==> src/rtl/online_relu_early_term.sv <==
// ReLU stage for an MSDF signed-digit stream: resolves the sign at the first non-zero digit,
// forwards non-negative streams, flags negative ones early and assembles the value by OTFC.
module online_relu_early_term #(
    parameter int N_DIGITS = 16,
    parameter int CNT_W    = 5
) (
    input  logic                clk,
    input  logic                rst,
    input  logic                start,
    input  logic                z_p,
    input  logic                z_n,
    output logic                y_p,
    output logic                y_n,
    output logic                y_valid,
    output logic                terminate,
    output logic                done,
    output logic [N_DIGITS-1:0] result
);
    typedef enum logic [1:0] {S_IDLE, S_ZERO, S_POS, S_NEG} state_t;

    localparam logic [CNT_W-1:0] LAST = CNT_W'(N_DIGITS - 1);

    state_t              r_state, w_state_nxt;
    logic [CNT_W-1:0]    r_cnt, w_idx, w_cnt_nxt;
    logic [N_DIGITS-1:0] r_q, r_qm, w_qb, w_qmb, w_q_nxt, w_qm_nxt;
    logic                r_pend;
    logic                w_d_pos, w_d_neg, w_fin_now, w_go, w_zrules, w_proc, w_to_neg, w_last;
    logic                w_y_valid_nxt, w_done_nxt;

    always_ff @(posedge clk or posedge rst) begin
        if (rst) r_state <= S_IDLE;
        else     r_state <= w_state_nxt;
    end

    always_comb begin
        w_d_pos   = z_p & ~z_n;
        w_d_neg   = z_n & ~z_p;
        w_fin_now = ((r_state == S_ZERO) || (r_state == S_POS)) && (r_cnt == LAST);
        // A start arriving with the last digit is held one cycle so that stream completes first.
        w_go      = (start && !w_fin_now) || r_pend;
        w_zrules  = w_go || (r_state == S_ZERO);
        w_proc    = w_zrules || (r_state == S_POS);
        w_to_neg  = w_zrules && w_d_neg;
        w_idx     = w_go ? '0 : r_cnt;
        w_last    = (w_idx == LAST);
        if (!w_proc)        w_state_nxt = S_IDLE;
        else if (w_to_neg)  w_state_nxt = S_NEG;
        else if (w_last)    w_state_nxt = S_IDLE;
        else if (w_zrules)  w_state_nxt = w_d_pos ? S_POS : S_ZERO;
        else                w_state_nxt = S_POS;
    end

    always_comb begin
        w_qb  = w_go ? '0 : r_q;
        w_qmb = w_go ? '1 : r_qm;
        if (w_d_pos) begin
            w_q_nxt  = {w_qb[N_DIGITS-2:0], 1'b1};
            w_qm_nxt = {w_qb[N_DIGITS-2:0], 1'b0};
        end else if (w_d_neg) begin
            w_q_nxt  = {w_qmb[N_DIGITS-2:0], 1'b1};
            w_qm_nxt = {w_qmb[N_DIGITS-2:0], 1'b0};
        end else begin
            w_q_nxt  = {w_qb[N_DIGITS-2:0], 1'b0};
            w_qm_nxt = {w_qmb[N_DIGITS-2:0], 1'b1};
        end
        w_y_valid_nxt = w_proc && !w_to_neg;
        w_done_nxt    = w_proc && (w_to_neg || w_last);
        w_cnt_nxt     = (w_y_valid_nxt && !w_last) ? w_idx + CNT_W'(1) : '0;
    end

    always_ff @(posedge clk or posedge rst) begin
        if (rst) begin
            r_pend    <= 1'b0;
            r_cnt     <= '0;
            r_q       <= '0;
            r_qm      <= '1;
            y_p       <= 1'b0;
            y_n       <= 1'b0;
            y_valid   <= 1'b0;
            done      <= 1'b0;
            terminate <= 1'b0;
            result    <= '0;
        end else begin
            r_pend  <= start && w_fin_now;
            r_cnt   <= w_cnt_nxt;
            y_valid <= w_y_valid_nxt;
            y_p     <= w_y_valid_nxt && w_d_pos;
            y_n     <= w_y_valid_nxt && w_d_neg;
            done    <= w_done_nxt;
            if (w_proc) begin
                r_q  <= w_to_neg ? '0 : w_q_nxt;
                r_qm <= w_to_neg ? '1 : w_qm_nxt;
            end
            if (w_done_nxt) result <= w_to_neg ? '0 : w_q_nxt;
            if (w_to_neg)  terminate <= 1'b1;
            else if (w_go) terminate <= 1'b0;
        end
    end
endmodule

==> config.mk <==
export PLATFORM = sky130hd
export DESIGN_NAME = online_relu_early_term
export DESIGN_NICKNAME = d
export VERILOG_FILES = /design/src/rtl/online_relu_early_term.sv
export SDC_FILE = /design/constraint.sdc
export NUM_CORES = 1
export LEC_CHECK = 0
export CAP_MARGIN = 10
export CORE_AREA = 2 2 88 65
export CTS_CLUSTER_SIZE = 20
export DETAILED_ROUTE_END_ITERATION = 7
export DIE_AREA = 0 0 90 67
export MAX_ROUTING_LAYER = met4
export PLACE_DENSITY = 0.89
export SKIP_CTS_REPAIR_TIMING = 1
export SLEW_MARGIN = 10
export SYNTH_ARGS = -nofsm -noshare
export SYNTH_HDL_FRONTEND = slang
export SYNTH_SLANG_ARGS = --single-unit
==> constraint.sdc <==
create_clock -name clk -period 4.59 [get_ports clk]
set_clock_uncertainty 0.1 [all_clocks]
set_input_delay 0.459 -clock clk [delete_from_list [all_inputs] [get_ports clk]]
set_output_delay 0.459 -clock clk [all_outputs]
set_load 0.05 [all_outputs]
# Word-level counts from Yosys, hierarchy flattened

Cells that the tools add are included.

Register bits after elaboration: 59
Input port bits: 5
Output and inout bits: 21

$add $sub $neg: 1
Equality and inequality tests: 4
Multiplexer cells: 17
Bitwise logic cells: 4
Reduce and logical (&&, ||, !) cells: 18

Operators with widths:

| cell                  | number |
|---|---|
| $mux W15              | 4 |
| $mux W16              | 3 |
| $eq A5 B4 Y1 const B  | 2 |
| $mux W2               | 5 |
| $mux W5               | 2 |
| $logic_and A1 B1 Y1   | 9 |
| $add A5 B1 Y5 const B | 1 |
| $logic_or A1 B1 Y1    | 5 |
| $logic_not A1 Y1      | 3 |
| $mux W1               | 3 |
| $and A1 B1 Y1         | 2 |
| $eq A2 B1 Y1 const B  | 1 |
| $eq A2 B2 Y1 const B  | 1 |
| $not A1 Y1            | 2 |
| $reduce_bool A2 Y1    | 1 |

# Longest topological paths before layout

Word-level depth: 12
Depth in mapped cells: 13
Depth with buffers taken out: 11

# Worst setup path before layout

No wires, ideal clock.

Path kind: register to register
Start point: reg r_state[0]
End point: reg result[1]
Setup time: 0.122 ns
Arrival: 2.947 ns
Data required time: 4.368 ns
Setup slack: 1.421 ns
Cell stages (with the launch flop): 14
Path buffers: 2
Clock period less this slack: 3.169 ns
Cell sequence: dfrtp_1 inv_1 ha_1 nor4b_4 a21o_1 clkbuf_1 and2_1 ha_1 nand2_1 nor3_1 ha_1 o22ai_2 buf_2 a32o_1

Cells in the longest elaborated chain, start to end: 10

RTL lines:

| what                                            | line       | source |
|---|---|---|
| start: declaration                              | 23         | `state_t r_state, w_state_nxt;` |
| start signal: assignment                        | 32         | `else r_state <= w_state_nxt;` |
| $eq A2 B1 Y1 or $eq A2 B2 Y1 (tied branches)    | 38, 41, 42 |  |
| $logic_or A1 B1 Y1                              | 38         | `w_fin_now = ((r_state == S_ZERO) \|\| (r_state == S_POS)) && (r_cnt == LAST);` |
| $logic_and A1 B1 Y1                             | 38         |  |
| $logic_not A1 Y1                                | 40         | `w_go = (start && !w_fin_now) \|\| r_pend;` |
| $logic_and A1 B1 Y1                             | 40         |  |
| $logic_or A1 B1 Y1                              | 40         |  |
| $mux W5, or another cell as far along           | 44         | `w_idx = w_go ? '0 : r_cnt;` |
| $eq A5 B4 Y1, or another cell as far along      | 45         | `w_last = (w_idx == LAST);` |
| $logic_or A1 B1 Y1 or $mux W16 (tied branches)  | 67, 56     |  |
| $logic_and A1 B1 Y1 or $mux W16 (tied branches) | 67, 94     |  |
| end signal: assignment                          | 94         | `if (w_done_nxt) result <= w_to_neg ? '0 : w_q_nxt;` |
| end: declaration                                | 17         | `output logic [N_DIGITS-1:0] result` |

Several ways; a longest one is shown, not always the timed one.
A chain may end at the register's enable or synchronous reset.

# Worst setup path in the final report

Start point: reg r_state[0]
End point: reg result[0]

Cells in the longest elaborated chain, start to end: 10

RTL lines:

| what                                                | line       | source |
|---|---|---|
| $eq A2 B1 Y1 or $eq A2 B2 Y1 (tied branches)        | 38, 41, 42 |  |
| $logic_or A1 B1 Y1                                  | 38         |  |
| $logic_and A1 B1 Y1                                 | 38         |  |
| $logic_not A1 Y1                                    | 40         |  |
| $logic_and A1 B1 Y1                                 | 40         |  |
| $logic_or A1 B1 Y1                                  | 40         |  |
| $mux W5 or $logic_or A1 B1 Y1 (tied branches)       | 44, 41     |  |
| $eq A5 B4 Y1 or $logic_and A1 B1 Y1 (tied branches) | 45, 43     |  |
| $logic_or A1 B1 Y1                                  | 67         | `w_done_nxt = w_proc && (w_to_neg \|\| w_last);` |
| $logic_and A1 B1 Y1                                 | 67         |  |

Several ways; a longest one is shown, not always the timed one.

==> impl_table.tex <==
\begin{tabular}{lr}
\hline
Metric & Value \\
\hline
\multicolumn{2}{l}{\textbf{Status}} \\
\quad Run status & complete, no violations \\
\multicolumn{2}{l}{\textbf{Setup path}} \\
\quad Worst flop-to-flop path endpoint & result[0]\$\_DFFE\_PP0P\_ \\
\quad Startpoint type of the worst setup path & flop \\
\quad Data arrival time at the worst-slack endpoint & 3.66 ns \\
\quad Worst Path Max Fanout & 21 \\
\quad CP top delay family & simple AND/OR/NAND/NOR gates \\
\quad Standard cell with the maximum stage delay on the critical path & a21o\_1 \\
\quad Length in cells of the worst reg-to-reg path & 12 \\
\quad Most frequent CP cell & ha\_1 \\
\quad Worst reg2reg setup slack & 1.08 ns \\
\quad Crit Path Category & reg -> reg \\
\quad Slowest cell delay on critical path & 0.54 ns \\
\quad Req. time, crit path & 4.74 ns \\
\quad Timing startpoint of the critical path & r\_state[0]\$\_DFF\_PP0\_ \\
\quad Endpoint type of the worst setup path & flop \\
\quad Worst Path Buf+Inv & 2 \\
\quad Startpoint of the lowest-slack register-to-register path & r\_state[0]\$\_DFF\_PP0\_ \\
\quad Cell chain of the critical path & inv\_1 -> ha\_1 -> nor4b\_4 -> a21o\_1 -> and2\_1 -> ha\_1 -> nand2\_1 -> nor3\_1 -> ha\_1 -> buf\_4 -> o22ai\_1 -> a311oi\_1 \\
\multicolumn{2}{l}{\textbf{STA}} \\
\quad Final number of setup-violating endpoints & 0 \\
\quad Setup WS post-layout & 1.08 ns \\
\quad Highest achievable clock rate & 285 MHz \\
\quad Max\_slew headroom & 26.9\% \\
\quad Final Hold Violating Endpoints & 0 \\
\quad Unrepaired setup endpoints after global routing & no \\
\quad Final max-slew violation count & 0 \\
\quad Min Tclk post-route & 3.51 ns \\
\quad Share of the clock period used by the worst path after layout & 76.6\% \\
\quad Total Negative Setup Slacks & 0 ns \\
\quad Slew at the pin closest to its max-slew limit & 1.10 ns \\
\multicolumn{2}{l}{\textbf{Floorplanning}} \\
\quad Core Area & 5120 sq um \\
\quad Number of rows created at floorplan & 22 \\
\quad Total die area & 6030 sq um \\
\quad Number of primary I/O pins & 26 \\
\quad Starting Density & 55.5\% \\
\quad Die Wd & 90 um \\
\quad Vertical die dimension & 67 um \\
\multicolumn{2}{l}{\textbf{Placed design}} \\
\quad Port bufs & 25 \\
\quad Total instance count after detailed placement & 349 \\
\quad Worst slack after detailed placement & 1.08 ns \\
\quad DPL Wire Length & 4010 um \\
\quad RePlAce Congestion & 0.889 \\
\multicolumn{2}{l}{\textbf{Synth}} \\
\quad Synth Register Bits & 59 \\
\quad Mapped cell area & 2840 sq um \\
\quad Fraction of the yosys area taken by sequential cells & 52.6\% \\
\quad Yosys warning total & 0 \\
\quad Cells after synthesis & 273 \\
\quad Area share of the largest cell type after synthesis & 38.7\% \\
\quad Number of nets in the synthesized netlist & 283 \\
\quad Largest cells by area after synthesis & dfrtp\_1 39\%, dfstp\_2 14\%, a32o\_1 4.9\% \\
\quad Cell taking the most area after synthesis & dfrtp\_1 \\
\quad Distinct cell type count after synthesis & 44 \\
\quad Synth Area per Inst & 10.4 sq um \\
\multicolumn{2}{l}{\textbf{Drt}} \\
\quad Uppermost signal routing layer after detailed routing & met4 \\
\quad Met2 Routed Length & 2930 um \\
\quad DRC marker count from the first detailed-route iteration & 259 \\
\quad Average wire length per cell after detail routing & 17.8 um \\
\quad Total Routed Length & 6520 um \\
\quad DRT antenna net count & 0 \\
\quad Detailed route wirelength on metal3 & 492 um \\
\quad Number of detailed-route iterations in the first pass & 5 \\
\quad Remaining DRCs & 0 \\
\quad Via density & 6.42 \\
\quad Metal-1 WL & 3000 um \\
\quad Routed via count & 2,343 \\
\multicolumn{2}{l}{\textbf{Cells and area}} \\
\quad Count of placed standard cells in the final layout, fillers left out & 365 \\
\quad Leading cell type in the layout, fill and taps excluded & dfrtp\_1 \\
\quad Layout overhead on the synthesized area & 15.1\% \\
\quad Ratio of cells with drive above 1 in the final layout & 15.0\% \\
\quad Most frequent cells in the layout & 44 x dfrtp\_1, 34 x nand2\_1, 25 x clkdlybuf4s50\_1 \\
\quad Finished Core Util & 63.9\% \\
\quad Nets & 298 \\
\quad Filler cell count in the final layout & 424 \\
\quad Diodes inserted & 0 \\
\quad Register cell area after layout & 1500 sq um \\
\quad Total area of multi-input combinational cells & 1200 sq um \\
\multicolumn{2}{l}{\textbf{GRT}} \\
\quad First-pass GRT wire length & 11,400 um \\
\quad Pin count of the biggest net entering global routing & 44 \\
\quad Total Routing Usage GR & 25.2\% \\
\quad Number of global-route vias before repair & 2,290 \\
\quad Residual overflow from global routing & 0 \\
\quad Initial antenna violation count & 0 \\
\multicolumn{2}{l}{\textbf{Clock tree}} \\
\quad Max H-tree Level & 3 \\
\quad Clock sink count & 59 \\
\quad CTS Buf Count & 9 \\
\quad Longest Clk Path Bufs & 2 \\
\quad Root buffer selected by CTS & clkbuf\_8 \\
\quad Clock transition at the registers of the reported paths & 0.06 ns \\
\quad CTS tree & done \\
\quad Insertion delay of the later-clocked pin in the worst-skew pair & 0.34 ns \\
\multicolumn{2}{l}{\textbf{Power and ir drop}} \\
\quad Pwr dens & 401 nW/um\^{}2 \\
\quad IR Drop Worst-Case VDD & 314 uV \\
\quad Leakage Power & 0.00135 uW \\
\multicolumn{2}{l}{\textbf{Min path}} \\
\quad Cells on Worst Hold Path & 1 \\
\quad Endpoint of the worst hold path & result[12]\$\_DFFE\_PP0P\_ \\
\quad Class of the worst hold path & reg -> reg \\
\quad Startpoint of the most critical hold path & result[12]\$\_DFFE\_PP0P\_ \\
\multicolumn{2}{l}{\textbf{Flow run}} \\
\quad Max capacitance violation total & 0 \\
\hline
\end{tabular}
## flip-flops by register name, indices dropped and copies added (netlist names)
signal / cells
done: 1
r_cnt: 5
r_pend: 1
r_q: 15
r_qm: 15
r_state: 2
result: 16
terminate: 1
y_n: 1
y_p: 1
y_valid: 1
## metal layers
layer | up-vias | GRT usage, %
met5 | - | -
met3 | 11 | 8.82
li1 | 1049 | -
met4 | 0 | 8.46
met2 | 96 | 36.4
met1 | 1187 | 33.5
## power breakdown
| part | switching (uW) | internal, uW |
|---|---|---|
| clock | 195 | 224 |
| combinational | 155 | 86.2 |
| sequential | 47.4 | 602 |
| total | 398 | 912 |
## worst max-delay path by stage
| stage | to | cells past startpoint |
|---|---|---|
| global route | result[0]$_DFFE_PP0P_ | 12 |
| CTS | result[15]$_DFFE_PP0P_ | 11 |
| floorplan | result[1]$_DFFE_PP0P_ | 13 |
| global placement | result[15]$_DFFE_PP0P_ | 10 |
| finish | result[0]$_DFFE_PP0P_ | 12 |
| detailed placement | result[15]$_DFFE_PP0P_ | 10 |
## cell families (layout without fill, tap and decap cells)
kind of cell,count (synthesis),in the layout,synth area share [%]
AOI/OAI and AO/OA,86,86,23.2
xor gates and xnor gates,1,1,0.308
adders and majority gates,5,5,2.20
buffers and inverters,32,52,5.11
DFF,59,59,52.6
muxes,2,2,0.748
and+or+nand+nor,88,88,15.8
## cells in the mapped netlist
master / instances
a211o_1: 1
a211oi_1: 2
a21o_1: 1
a21oi_1: 1
a21oi_2: 2
a22o_1: 14
a311oi_1: 1
a31oi_1: 13
a32o_1: 14
a32oi_1: 1
and2_1: 3
and3_1: 2
and4b_4: 1
buf_2: 6
buf_6: 2
clkbuf_1: 17
dfrtp_1: 44
dfstp_2: 15
ha_1: 5
inv_1: 6
inv_4: 1
mux2_2: 1
mux2i_1: 1
nand2_1: 34
nand2b_1: 2
nand3_1: 14
nor2_1: 4
nor2_4: 1
nor2b_1: 2
nor3_1: 17
nor3b_1: 2
nor4_1: 1
nor4b_4: 1
o211ai_1: 14
o21ai_0: 17
o21bai_4: 1
o22a_1: 1
o22ai_1: 1
o22ai_2: 1
o2bb2ai_1: 1
or2_0: 1
or2_2: 1
or3_1: 2
xnor2_1: 1
## layout make-up
class	instances	area share (%)
Sequential cell	59	45.7
Multi-Input combinational cell	182	36.8
Timing Repair Buffer	29	8.57
Clock buffer	14	4.97
Tap cell	72	2.75
Inverter	7	0.880
Clock inverter	2	0.306
## through the flow
step | power (uW) | hold WS (ns) | instance area [sq um]
floorplan | 833 | 0.344 | 2840
global placement | 884 | 0.376 | 3100
detailed placement | 895 | 0.381 | 3100
CTS | 1320 | 0.398 | 3270
global route | 1380 | 0.416 | 3270
finish | 1310 | 0.393 | 3270
Note: power is estimated with default switching activity, not from simulation.
